**src/rtl/ec_gf2m_pkg.sv**
```systemverilog
// Shared constants for the GF(2^3) EC-ElGamal decryption core: field size,
// reduction polynomial, curve coefficients and the controller state encoding.
package ec_gf2m_pkg;

    localparam int N = 3;
    localparam logic [N:0] F_POLY = 4'b1011;
    localparam logic [N-1:0] A = 3'd1;
    localparam logic [N-1:0] B = 3'd1;

    typedef enum logic [2:0] {
        StLoad,
        StNorm,
        StMul,
        StNeg,
        StAdd,
        StDone
    } state_e;

endpackage

```
**src/rtl/gf2m_mul.sv**
```systemverilog
// Combinational GF(2^N) multiplier: carry-less product reduced modulo F_POLY.
module gf2m_mul
    import ec_gf2m_pkg::*;
(
    input  logic [N-1:0] a,
    input  logic [N-1:0] b,
    output logic [N-1:0] p
);

    logic [2*N-2:0] acc;

    // Shift-and-xor product, then fold the high terms back down from the top bit.
    always_comb begin
        acc = '0;
        for (int i = 0; i < N; i++) begin
            if (b[i]) acc = acc ^ ((2 * N - 1)'(a) << i);
        end
        for (int i = 2 * N - 2; i >= N; i--) begin
            if (acc[i]) acc[i-N +: N+1] = acc[i-N +: N+1] ^ F_POLY;
        end
        p = acc[N-1:0];
    end

endmodule

```
**src/rtl/ec_elgamal_decrypt.sv**
```systemverilog
// EC-ElGamal decryption P = C2 - ds*C1 over GF(2^3), curve y^2+xy = x^3+x^2+1.
// One shared field multiplier; every point operation runs as an 8-step sequence.
module ec_elgamal_decrypt
    import ec_gf2m_pkg::*;
#(
    parameter int unsigned Ds = 4
) (
    input  logic         clk,
    input  logic         reset,
    input  logic [N-1:0] x_C1,
    input  logic [N-1:0] y_C1,
    input  logic [N-1:0] z_C1,
    input  logic [N-1:0] x_C2,
    input  logic [N-1:0] y_C2,
    input  logic [N-1:0] z_C2,
    output logic [N-1:0] x_Plaintext,
    output logic [N-1:0] y_Plaintext,
    output logic [N-1:0] z_Plaintext,
    output logic         Decryption_ready
);

    localparam int BitW = $clog2(N + 1);
    localparam logic [N:0] DsBits = (N + 1)'(Ds);
    localparam logic [N-1:0] One = N'(1);

    state_e state_q;
    logic [2:0] step_q;
    logic pt_q;
    logic add_ph_q;
    logic [BitW-1:0] bit_q;

    // Raw copies of the inputs, kept for change detection in DONE.
    logic [N-1:0] rx1_q, ry1_q, rz1_q, rx2_q, ry2_q, rz2_q;
    // Affine points: C1, C2, accumulator Q and result P.
    logic [N-1:0] c1x_q, c1y_q, c2x_q, c2y_q, qx_q, qy_q, px_q, py_q;
    logic c1i_q, c2i_q, qi_q, pi_q;
    // Point-operation scratch registers.
    logic [N-1:0] t0_q, t1_q, lam_q, num_q, den_q, x3_q;
    logic dbl_q;

    logic [N-1:0] ma, mb, mp;
    logic [N-1:0] op_ax, op_ay, op_bx, op_by;
    logic op_ai, op_bi;
    logic [N-1:0] nx, ny, nz;
    logic norm_inf, norm_last;
    logic same_x, op_done, res_i, changed;
    logic [N-1:0] x3_c, y3_c, res_x, res_y;

    gf2m_mul u_mul (
        .a(ma),
        .b(mb),
        .p(mp)
    );

    // Operand selection for the point operation: Q+Q / Q+C1 in MUL, C2+(-Q) in ADD.
    always_comb begin
        op_ax = qx_q;
        op_ay = qy_q;
        op_ai = qi_q;
        op_bx = qx_q;
        op_by = qy_q;
        op_bi = qi_q;
        if (state_q == StMul && add_ph_q) begin
            op_bx = c1x_q;
            op_by = c1y_q;
            op_bi = c1i_q;
        end else if (state_q == StAdd) begin
            op_ax = c2x_q;
            op_ay = c2y_q;
            op_ai = c2i_q;
        end
        nx = pt_q ? rx2_q : rx1_q;
        ny = pt_q ? ry2_q : ry1_q;
        nz = pt_q ? rz2_q : rz1_q;
        norm_inf = (nz == '0);
        norm_last = norm_inf || (step_q == 3'd4);
        same_x = (op_ax == op_bx);
        changed = {x_C1, y_C1, z_C1, x_C2, y_C2, z_C2} !=
                  {rx1_q, ry1_q, rz1_q, rx2_q, ry2_q, rz2_q};
    end

    // Multiplier operand schedule; Z^-1 and den^-1 are both built as s^2 * s^4.
    always_comb begin
        ma = '0;
        mb = '0;
        if (state_q == StNorm) begin
            case (step_q)
                3'd0: begin ma = nz; mb = nz; end
                3'd1: begin ma = t0_q; mb = t0_q; end
                3'd2: begin ma = t0_q; mb = t1_q; end
                3'd3: begin ma = nx; mb = t1_q; end
                3'd4: begin ma = ny; mb = t1_q; end
                default: ;
            endcase
        end else begin
            case (step_q)
                3'd1: begin ma = den_q; mb = den_q; end
                3'd2: begin ma = t0_q; mb = t0_q; end
                3'd3: begin ma = t0_q; mb = t1_q; end
                3'd4: begin ma = num_q; mb = t1_q; end
                3'd5: begin ma = lam_q; mb = lam_q; end
                3'd6: begin ma = op_ax; mb = op_ax; end
                3'd7: begin
                    ma = dbl_q ? (lam_q ^ One) : lam_q;
                    mb = dbl_q ? x3_q : (op_ax ^ x3_q);
                end
                default: ;
            endcase
        end
    end

    // Special cases resolve in step 0; the generic formula finishes in step 7.
    always_comb begin
        x3_c = t0_q ^ lam_q ^ A ^ (dbl_q ? '0 : (op_ax ^ op_bx));
        y3_c = dbl_q ? (t1_q ^ mp) : (mp ^ x3_q ^ op_ay);
        op_done = 1'b0;
        res_x = x3_q;
        res_y = y3_c;
        res_i = 1'b0;
        if (step_q == 3'd0) begin
            if (op_ai) begin
                op_done = 1'b1;
                res_x = op_bx;
                res_y = op_by;
                res_i = op_bi;
            end else if (op_bi) begin
                op_done = 1'b1;
                res_x = op_ax;
                res_y = op_ay;
                res_i = 1'b0;
            end else if (same_x && (op_ay != op_by || op_ax == '0)) begin
                op_done = 1'b1;
                res_x = '0;
                res_y = '0;
                res_i = 1'b1;
            end
        end else if (step_q == 3'd7) begin
            op_done = 1'b1;
        end
    end

    // Controller and datapath state.
    always_ff @(posedge clk or negedge reset) begin
        if (!reset) begin
            state_q <= StLoad;
            step_q <= '0;
            pt_q <= 1'b0;
            add_ph_q <= 1'b0;
            bit_q <= '0;
            {rx1_q, ry1_q, rz1_q, rx2_q, ry2_q, rz2_q} <= '0;
            {c1x_q, c1y_q, c2x_q, c2y_q, qx_q, qy_q, px_q, py_q} <= '0;
            {c1i_q, c2i_q, qi_q, pi_q} <= '0;
            {t0_q, t1_q, lam_q, num_q, den_q, x3_q} <= '0;
            dbl_q <= 1'b0;
            x_Plaintext <= '0;
            y_Plaintext <= '0;
            z_Plaintext <= '0;
            Decryption_ready <= 1'b0;
        end else begin
            case (state_q)
                StLoad: begin
                    {rx1_q, ry1_q, rz1_q} <= {x_C1, y_C1, z_C1};
                    {rx2_q, ry2_q, rz2_q} <= {x_C2, y_C2, z_C2};
                    step_q <= '0;
                    pt_q <= 1'b0;
                    state_q <= StNorm;
                end
                StNorm: begin
                    step_q <= step_q + 3'd1;
                    case (step_q)
                        3'd0: t0_q <= mp;
                        3'd1: t1_q <= mp;
                        3'd2: t1_q <= mp;
                        3'd3: if (pt_q) c2x_q <= mp; else c1x_q <= mp;
                        default: if (pt_q) c2y_q <= mp; else c1y_q <= mp;
                    endcase
                    if (norm_last) begin
                        if (pt_q) c2i_q <= norm_inf;
                        else c1i_q <= norm_inf;
                        step_q <= '0;
                        if (pt_q) begin
                            state_q <= StMul;
                            bit_q <= BitW'(N);
                            add_ph_q <= 1'b0;
                            qx_q <= '0;
                            qy_q <= '0;
                            qi_q <= 1'b1;
                        end else begin
                            pt_q <= 1'b1;
                        end
                    end
                end
                StMul, StAdd: begin
                    if (op_done) begin
                        step_q <= '0;
                        if (state_q == StAdd) begin
                            px_q <= res_x;
                            py_q <= res_y;
                            pi_q <= res_i;
                            state_q <= StDone;
                        end else begin
                            qx_q <= res_x;
                            qy_q <= res_y;
                            qi_q <= res_i;
                            // After each doubling, add C1 only if this scalar bit is set.
                            if (!add_ph_q && DsBits[bit_q]) begin
                                add_ph_q <= 1'b1;
                            end else begin
                                add_ph_q <= 1'b0;
                                if (bit_q == '0) state_q <= StNeg;
                                else bit_q <= bit_q - 1'b1;
                            end
                        end
                    end else begin
                        step_q <= step_q + 3'd1;
                        case (step_q)
                            3'd0: begin
                                dbl_q <= same_x;
                                den_q <= same_x ? op_ax : (op_ax ^ op_bx);
                                num_q <= same_x ? op_ay : (op_ay ^ op_by);
                            end
                            3'd1: t0_q <= mp;
                            3'd2: t1_q <= mp;
                            3'd3: t1_q <= mp;
                            3'd4: lam_q <= dbl_q ? (op_ax ^ mp) : mp;
                            3'd5: t0_q <= mp;
                            3'd6: begin
                                x3_q <= x3_c;
                                t1_q <= mp;
                            end
                            default: ;
                        endcase
                    end
                end
                StNeg: begin
                    if (!qi_q) qy_q <= qx_q ^ qy_q;
                    step_q <= '0;
                    state_q <= StAdd;
                end
                StDone: begin
                    if (changed) begin
                        Decryption_ready <= 1'b0;
                        state_q <= StLoad;
                    end else begin
                        x_Plaintext <= pi_q ? '0 : px_q;
                        y_Plaintext <= pi_q ? '0 : py_q;
                        z_Plaintext <= pi_q ? '0 : One;
                        Decryption_ready <= 1'b1;
                    end
                end
                default: state_q <= StLoad;
            endcase
        end
    end

endmodule

```
**config.mk**
```make
export PLATFORM = sky130hd
export DESIGN_NAME = ec_elgamal_decrypt
export DESIGN_NICKNAME = d
export VERILOG_FILES = /design/src/rtl/ec_gf2m_pkg.sv /design/src/rtl/gf2m_mul.sv /design/src/rtl/ec_elgamal_decrypt.sv
export SDC_FILE = /design/constraint.sdc
export NUM_CORES = 1
export LEC_CHECK = 0
export CAP_MARGIN = 20
export CELL_PAD_IN_SITES_DETAIL_PLACEMENT = 0
export CELL_PAD_IN_SITES_GLOBAL_PLACEMENT = 2
export CORE_AREA = 2 2 130 132
export CTS_CLUSTER_SIZE = 20
export DETAILED_ROUTE_END_ITERATION = 12
export DIE_AREA = 0 0 132 134
export GPL_TIMING_DRIVEN = 0
export PLACE_DENSITY = 0.76
export SLEW_MARGIN = 25
export SYNTH_ARGS = -nofsm -noshare
export SYNTH_HDL_FRONTEND = slang
export SYNTH_SLANG_ARGS = --single-unit
```
**constraint.sdc**
```tcl
create_clock -name clk -period 3.6 [get_ports clk]
set_input_delay 0.72 -clock clk [delete_from_list [all_inputs] [get_ports clk]]
set_output_delay 0.72 -clock clk [all_outputs]
set_load 0.03 [all_outputs]
```
==> results of run 1 <==
## path summary, 6_finish.rpt
path	endpoint	startpoint	slack, ns	depth (start not counted)
setup / recovery	py_q[1]$_DFFE_PN0P_	state_q[1]$_DFFE_PN0P_	0.11	12
hold / removal	c1x_q[0]$_DFFE_PN0P_	reset	0.26	1
setup reg to reg	py_q[1]$_DFFE_PN0P_	state_q[1]$_DFFE_PN0P_	0.11	12
hold reg to reg	Decryption_ready$_DFFE_PN0P_	Decryption_ready$_DFFE_PN0P_	0.49	1
max in group asynchronous	state_q[2]$_DFFE_PN0P_	reset	2.75	2
min in group clk	Decryption_ready$_DFFE_PN0P_	Decryption_ready$_DFFE_PN0P_	0.49	1
## synth_stat cells, drive strengths merged (4+ instances only)
cell,number,area [um^2]
o21ai,40,200
and3,5,31.3
a22o,6,52.6
a211oi,6,50.1
xnor2,27,236
or2,6,37.5
nand2,45,169
nor2,33,124
mux2i,25,270
nor4,7,43.8
inv,20,75.1
o22ai,5,31.3
o22a,4,35.0
and2,4,26.3
nand3b,10,75.1
xor2,18,158
a31oi,10,62.6
a22oi,8,60.1
a21oi,21,109
dfrtp,83,2080
o2111ai,4,35.0
clkbuf,15,56.3
nand4,4,25.0
o21a,4,30.0
nor2b,10,62.6
nand3,8,40.0
ha,8,100
o211ai,4,30.0
o31ai,5,51.3
nand2b,13,81.3
mux2,46,518
nor3,11,60.1
buf,12,67.6
or3,7,43.8
## power by group through the flow
stage / registers, W / logic (W) / clock network [W]
2_1_floorplan: 0.00139 / 0.00159 / 0
3_3_place_gp: 0.00147 / 0.00207 / 0
3_5_place_dp: 0.00147 / 0.00210 / 0
4_1_cts: 0.00146 / 0.00223 / 0.000979
5_1_grt: 0.00151 / 0.00266 / 0.00102
6_report: 0.00147 / 0.00243 / 0.000965
## layer usage
metal | vias up | track usage
li1 | 2186 | -
met1 | 2243 | 0.237
met2 | 92 | 0.288
met3 | 25 | 0.0299
met4 | 0 | 0.0707
met5 | - | 0
## final cells by class
type,instances,area [um^2]
fillers,1597,9500
repair buffers,52,479
plain buffers,26,153
clock buffers,10,229
multi-input cells,438,3430
inverters,20,75.1
flip-flops and latches,83,2080
well taps,220,275
clock inverters,6,72.6
## metrics by stage
stage           util  total power, W
2_1_floorplan      -         0.00298
4_1_cts        0.401         0.00467
3_5_place_dp   0.370         0.00357
6_report       0.417         0.00487
5_1_grt        0.417         0.00520
3_3_place_gp   0.368         0.00353
## cells by family after synthesis
group / synth area share
AOI/OAI and AO/OA: 0.174
DFF: 0.382
muxes: 0.145
buffers and inverters: 0.0366
adders and majority gates: 0.0184
and+or+nand+nor: 0.167
xor gates and xnor gates: 0.0766
other: 0.000690
## repair_timing
action	in CTS	in global routing
setup buffers	10	14
resized for setup	27	42
setup endpoints to repair	27	25
endpoints found under the hold margin	0	0
pin swaps	3	9
cloned	1	0
==> impl_metrics.py, run 1 <==
metrics = {
    "cells_and_area": {
        "nets": 658,
        "area_delta_synth_final_pct": 24.9,
        "final_area_um2": 6790,
        "final_common_cell": "dfrtp_1",
        "stdcell_count": 855,
        "antenna-diode-count": 0,
        "final_layout_size_suffix_gt1_frac": 0.250,
        "layout_common_cells": "81 x dfrtp_1, 46 x mux2_2, 44 x nand2_1, 38 x o21ai_0, 30 x nor2_1",
    },
    "route": {
        "vias_per_cell": 5.32,
        "wl_per_cell_um": 18.1,
        "drt_iter0_markers": 284,
        "dr.pass1.iters": 5,
        "wl_met1_um": 7010,
        "routed_wirelength_um": 15500,
        "met3_length_um": 689,
        "drtAntennaViolNets": 0,
        "wl_met2_um": 7390,
        "dr_total_vias": 4546,
        "drc": 0,
        "dr.max_layer_used": "met4",
    },
    "synth": {
        "synth_seq_cells": 83,
        "synth_cell_type_count": 67,
        "synth_seq_area_share": 0.382,
        "synth_warnings": 0,
        "avgSynthCellArea_um2": 9.61,
        "async_flop_share": 1.00,
        "syn_area_um2": 5440,
        "synthCells": 566,
        "ys.flop_type": "dfrtp_1",
        "synth_edf_count": 0,
    },
    "power_and_ir_drop": {
        "p_per_area_nw_per_um2": 716,
        "seqPwrFrac": 0.302,
        "power_frac_clock": 0.198,
        "switchingPower_w": 0.00202,
        "comb_power_share": 0.500,
        "intPower_w": 0.00284,
        "swShare": 0.416,
        "ir_drop_v": 0.000315,
        "leakage_nw": 2.74,
    },
    "global_route": {
        "grt_first_pass_wirelength_um": 24500,
        "grt_pass1_vias": 4499,
        "grt_util_all_layers": 0.178,
        "antenna_found_initial": 0,
        "gr-total-overflow": 0,
        "grt_max_degree": 51,
    },
    "clocking": {
        "cts.clk_slew.worst_paths_ns": 0.06,
        "ctsLongestPathBuffers": 2,
        "holdBufCountCts": 0,
        "htreeDepth": 3,
        "cts_sinks": 83,
        "cts_tree": "built",
        "cts_buffers": 9,
        "worstSkewPairLatency_ns": 0.35,
        "root_buffer": "clkbuf_16",
    },
    "sta": {
        "drv_slew": 0,
        "tns_ns": 0,
        "fin_ws_ns": 0.112,
        "hold_viol": 0,
        "post-route-period-util": 0.969,
        "skew_ns": 0.00521,
        "holdWs_ns": 0.263,
        "rsz0062_at_grt": "yes",
        "relSlewSlack": 0.447,
        "layout_min_cycle_time_ns": 3.49,
        "setup_viol": 0,
        "worst_pin_slew_ns": 0.826,
        "fmax_ghz": 0.287,
    },
    "floorplanning": {
        "initial_core_util": 0.334,
        "die_y_um": 134,
        "design.die.area_um2": 17700,
        "rows": 47,
        "die_w_um": 132,
        "core_area_um2": 16300,
        "io_pins": 30,
    },
    "setup_path": {
        "cp-start-kind": "flop",
        "crit_path_max_incr_delay_ns": 0.51,
        "critPathBufInv": 2,
        "cp_slowest_cell": "or4_1",
        "endpoint_kind": "flop",
        "required_ns": 3.87,
        "path_max_fanout": 9,
        "cp_cell_sequence": "nor3b_2 -> buf_6 -> mux2i_4 -> o2111ai_1 -> o31ai_4 -> and2_4 -> nor4_1 -> or4_1 -> or3_4 -> buf_8 -> mux2i_4 -> a31oi_1",
        "critPathArrivalTime_ns": 3.76,
        "cpMostUsedCell": "mux2i_4",
        "cpLargestDelayFamily": "simple AND/OR/NAND/NOR gates",
        "critPathKind": "flop to flop",
    },
    "place": {
        "dp_cells": 815,
        "placed_cell_area_um2": 6030,
        "portBuffers": 27,
        "routabilityCongestion": 0.876,
        "dpl.hpwl_um": 11300,
        "post-place-ws_ns": -0.506,
    },
    "hold_path": {
        "hp-class": "input port to async pin",
    },
    "outcome": {
        "status": "finished clean",
    },
    "run": {
        "timing.max_cap.violations": 0,
    },
}
(Power assumes the default switching activity.)
==> run 2: changes to the inputs <==
--- a/config.mk
+++ b/config.mk
@@ -5,15 +5,15 @@
 export SDC_FILE = /design/constraint.sdc
 export NUM_CORES = 1
 export LEC_CHECK = 0
-export CAP_MARGIN = 20
+export CAP_MARGIN = 30
 export CELL_PAD_IN_SITES_DETAIL_PLACEMENT = 0
 export CELL_PAD_IN_SITES_GLOBAL_PLACEMENT = 2
-export CORE_AREA = 2 2 130 132
+export CORE_AREA = 5 5 133 135
 export CTS_CLUSTER_SIZE = 20
 export DETAILED_ROUTE_END_ITERATION = 12
-export DIE_AREA = 0 0 132 134
+export DIE_AREA = 0 0 138 140
 export GPL_TIMING_DRIVEN = 0
-export PLACE_DENSITY = 0.76
+export PLACE_DENSITY = 0.78
 export SLEW_MARGIN = 25
 export SYNTH_ARGS = -nofsm -noshare
 export SYNTH_HDL_FRONTEND = slang
==> constraint.sdc (replaced) <==
create_clock -name clk -period 3.2 [get_ports clk]
set_input_delay 0.64 -clock clk [delete_from_list [all_inputs] [get_ports clk]]
set_output_delay 0.64 -clock clk [all_outputs]
set_load 0.03 [all_outputs]
==> run 2 against run 1 <==
The flow now finishes with violations (setup timing). Register-to-register slack got worse by 0.28 ns. Critical path depth increased by 2. Clock-buffer cell count shrank 1. Routed wire length increased by 5.3%. Cell count rose by 3.9%. Sequential share of layout area shrank 2.6 points. Global-route usage fell by 0.63 points. Utilization up 3.7 points. Non-clock buffer count grew 34.
==> impl_metrics.py, run 2 (synthesis results as in run 1) <==
metrics = {
    "outcome": {
        "status": "complete, but fails checks",
        "violations": "setup timing",
    },
    "place": {
        "routabilityCongestion": 0.860,
        "dpl.hpwl_um": 11600,
        "placed_cell_area_um2": 6130,
        "portBuffers": 27,
    },
    "cells_and_area": {
        "ff_latch_area_um2": 2080,
        "final_core_util": 0.455,
        "antenna-diode-count": 0,
        "final_area_um2": 7430,
        "layout_common_cells": "80 x dfrtp_1, 51 x buf_4, 44 x mux2_2, 43 x nand2_1, 33 x o21ai_0",
        "final_common_cell": "dfrtp_1",
        "area_delta_synth_final_pct": 36.7,
        "final_layout_size_suffix_gt1_frac": 0.332,
        "nFillCells": 1590,
        "nets": 691,
        "multi_input_area_um2": 3690,
    },
    "setup_path": {
        "cp_slowest_cell": "dfrtp_2",
        "cpMostUsedCell": "buf_6",
        "critPathBufInv": 4,
        "cp_cell_sequence": "buf_6 -> ha_4 -> buf_8 -> or2_4 -> nor2_4 -> a31oi_4 -> a211oi_4 -> buf_6 -> nor4_2 -> or4_1 -> or3_1 -> buf_6 -> mux2i_4 -> a31oi_1",
        "crit_path_max_incr_delay_ns": 0.46,
        "endpoint_kind": "flop",
        "critPathArrivalTime_ns": 3.65,
        "path_max_fanout": 8,
        "cp-start-kind": "flop",
        "critPathKind": "flop to flop",
        "worst-path-stages": 14,
        "reg2reg_depth": 14,
        "cpLargestDelayFamily": "simple AND/OR/NAND/NOR gates",
        "required_ns": 3.48,
    },
    "sta": {
        "tns_ns": -1.08,
        "rsz0062_at_grt": "yes",
        "skew_ns": 0.00582,
        "post-route-period-util": 1.05,
        "relSlewSlack": 0.586,
        "drv_slew": 0,
        "hold_viol": 0,
        "worst_pin_slew_ns": 0.618,
        "layout_min_cycle_time_ns": 3.37,
        "setup_viol": 10,
        "fin_ws_ns": -0.167,
        "holdWs_ns": 0.182,
        "fmax_ghz": 0.297,
    },
    "clocking": {
        "cts_buffers": 9,
        "worstSkewPairLatency_ns": 0.36,
        "htreeDepth": 3,
        "cts_sinks": 83,
        "cts.clk_slew.worst_paths_ns": 0.07,
        "ctsLongestPathBuffers": 2,
        "root_buffer": "clkbuf_16",
        "cts_tree": "built",
    },
    "power_and_ir_drop": {
        "seqPwrFrac": 0.280,
        "power_frac_clock": 0.185,
        "switchingPower_w": 0.00249,
        "comb_power_share": 0.536,
        "intPower_w": 0.00350,
        "ir_drop_v": 0.000418,
        "leakage_nw": 3.00,
        "swShare": 0.416,
        "p_per_area_nw_per_um2": 805,
    },
    "global_route": {
        "grt_max_degree": 49,
        "gr-total-overflow": 0,
        "grt_util_all_layers": 0.171,
        "grt_first_pass_wirelength_um": 26700,
        "antenna_found_initial": 0,
        "grt_pass1_vias": 4869,
    },
    "route": {
        "drc": 0,
        "dr_total_vias": 4755,
        "wl_per_cell_um": 18.4,
        "dr.pass1.iters": 5,
        "routed_wirelength_um": 16300,
        "vias_per_cell": 5.35,
        "drt_iter0_markers": 268,
        "drtAntennaViolNets": 0,
    },
    "floorplanning": {
        "design.die.area_um2": 19300,
        "die_y_um": 140,
        "rows": 47,
        "die_w_um": 138,
        "io_pins": 30,
        "initial_core_util": 0.333,
        "core_area_um2": 16300,
    },
    "run": {
        "timing.max_cap.violations": 0,
    },
    "hold_path": {
        "hp-class": "input port to async pin",
    },
}
run 2: cell count changes in the layout (fill, tap and decap cells not counted), sizes merged:
cell / before / now
buf: 40 / 72
clkinvlp: 1 / 3
dlymetal6s2s: 0 / 1
inv: 22 / 21
mux2i: 26 / 25
run 2: stage by stage:
stage | setup slack, ns | power [W] | cells
final | -0.167 | 0.00598 | 888
after detailed placement | -0.658 | 0.00417 | 815
after global placement | -1.64 | 0.00412 | 814
after floorplan | -0.00332 | 0.00349 | 567
after CTS | -0.245 | 0.00578 | 868
after global routing | -0.275 | 0.00636 | 888
run 2: cell type report:
type                            count  share of cell area
Buffer                             26              0.0254
Inverter                           20              0.0113
Clock inverter                      7              0.0118
Clock buffer                        9              0.0303
Timing Repair Buffer               86               0.108
Sequential cell                    83               0.280
Multi-Input combinational cell    437               0.497
Tap cell                          220              0.0370
run 2: worst paths after layout:
| check | from | endpoint | slack (ns) |
|---|---|---|---|
| max | step_q[0]$_DFFE_PN0P_ | py_q[1]$_DFFE_PN0P_ | -0.17 |
| min | reset | py_q[2]$_DFFE_PN0P_ | 0.18 |
| max reg2reg | step_q[0]$_DFFE_PN0P_ | py_q[1]$_DFFE_PN0P_ | -0.17 |
| min reg2reg | Decryption_ready$_DFFE_PN0P_ | Decryption_ready$_DFFE_PN0P_ | 0.49 |
| max in group asynchronous | reset | step_q[1]$_DFFE_PN0P_ | 2.43 |
| min in group clk | Decryption_ready$_DFFE_PN0P_ | Decryption_ready$_DFFE_PN0P_ | 0.49 |
run 2: power by group through the flow:
stage | Sequential (W) | Clock (W) | Combinational (W)
5_1_grt | 0.00171 | 0.00117 | 0.00348
2_1_floorplan | 0.00157 | 0 | 0.00192
6_report | 0.00167 | 0.00111 | 0.00321
3_3_place_gp | 0.00165 | 0 | 0.00246
3_5_place_dp | 0.00167 | 0 | 0.00251
4_1_cts | 0.00166 | 0.00112 | 0.00300
run 2: routing by layer:
metal	vias to the layer above	GRT usage	share of wire
met5	-	0	0
met4	0	0.0572	0.024
met3	31	0.0293	0.041
met2	103	0.280	0.48
met1	2366	0.231	0.45
li1	2255	-	-
run 2: what timing repair did:
item	in CTS	in global routing
endpoints found under the setup margin	51	53
gates resized for setup	70	43
hold buffers	0	0
pin swaps	23	25
setup buffers	38	20
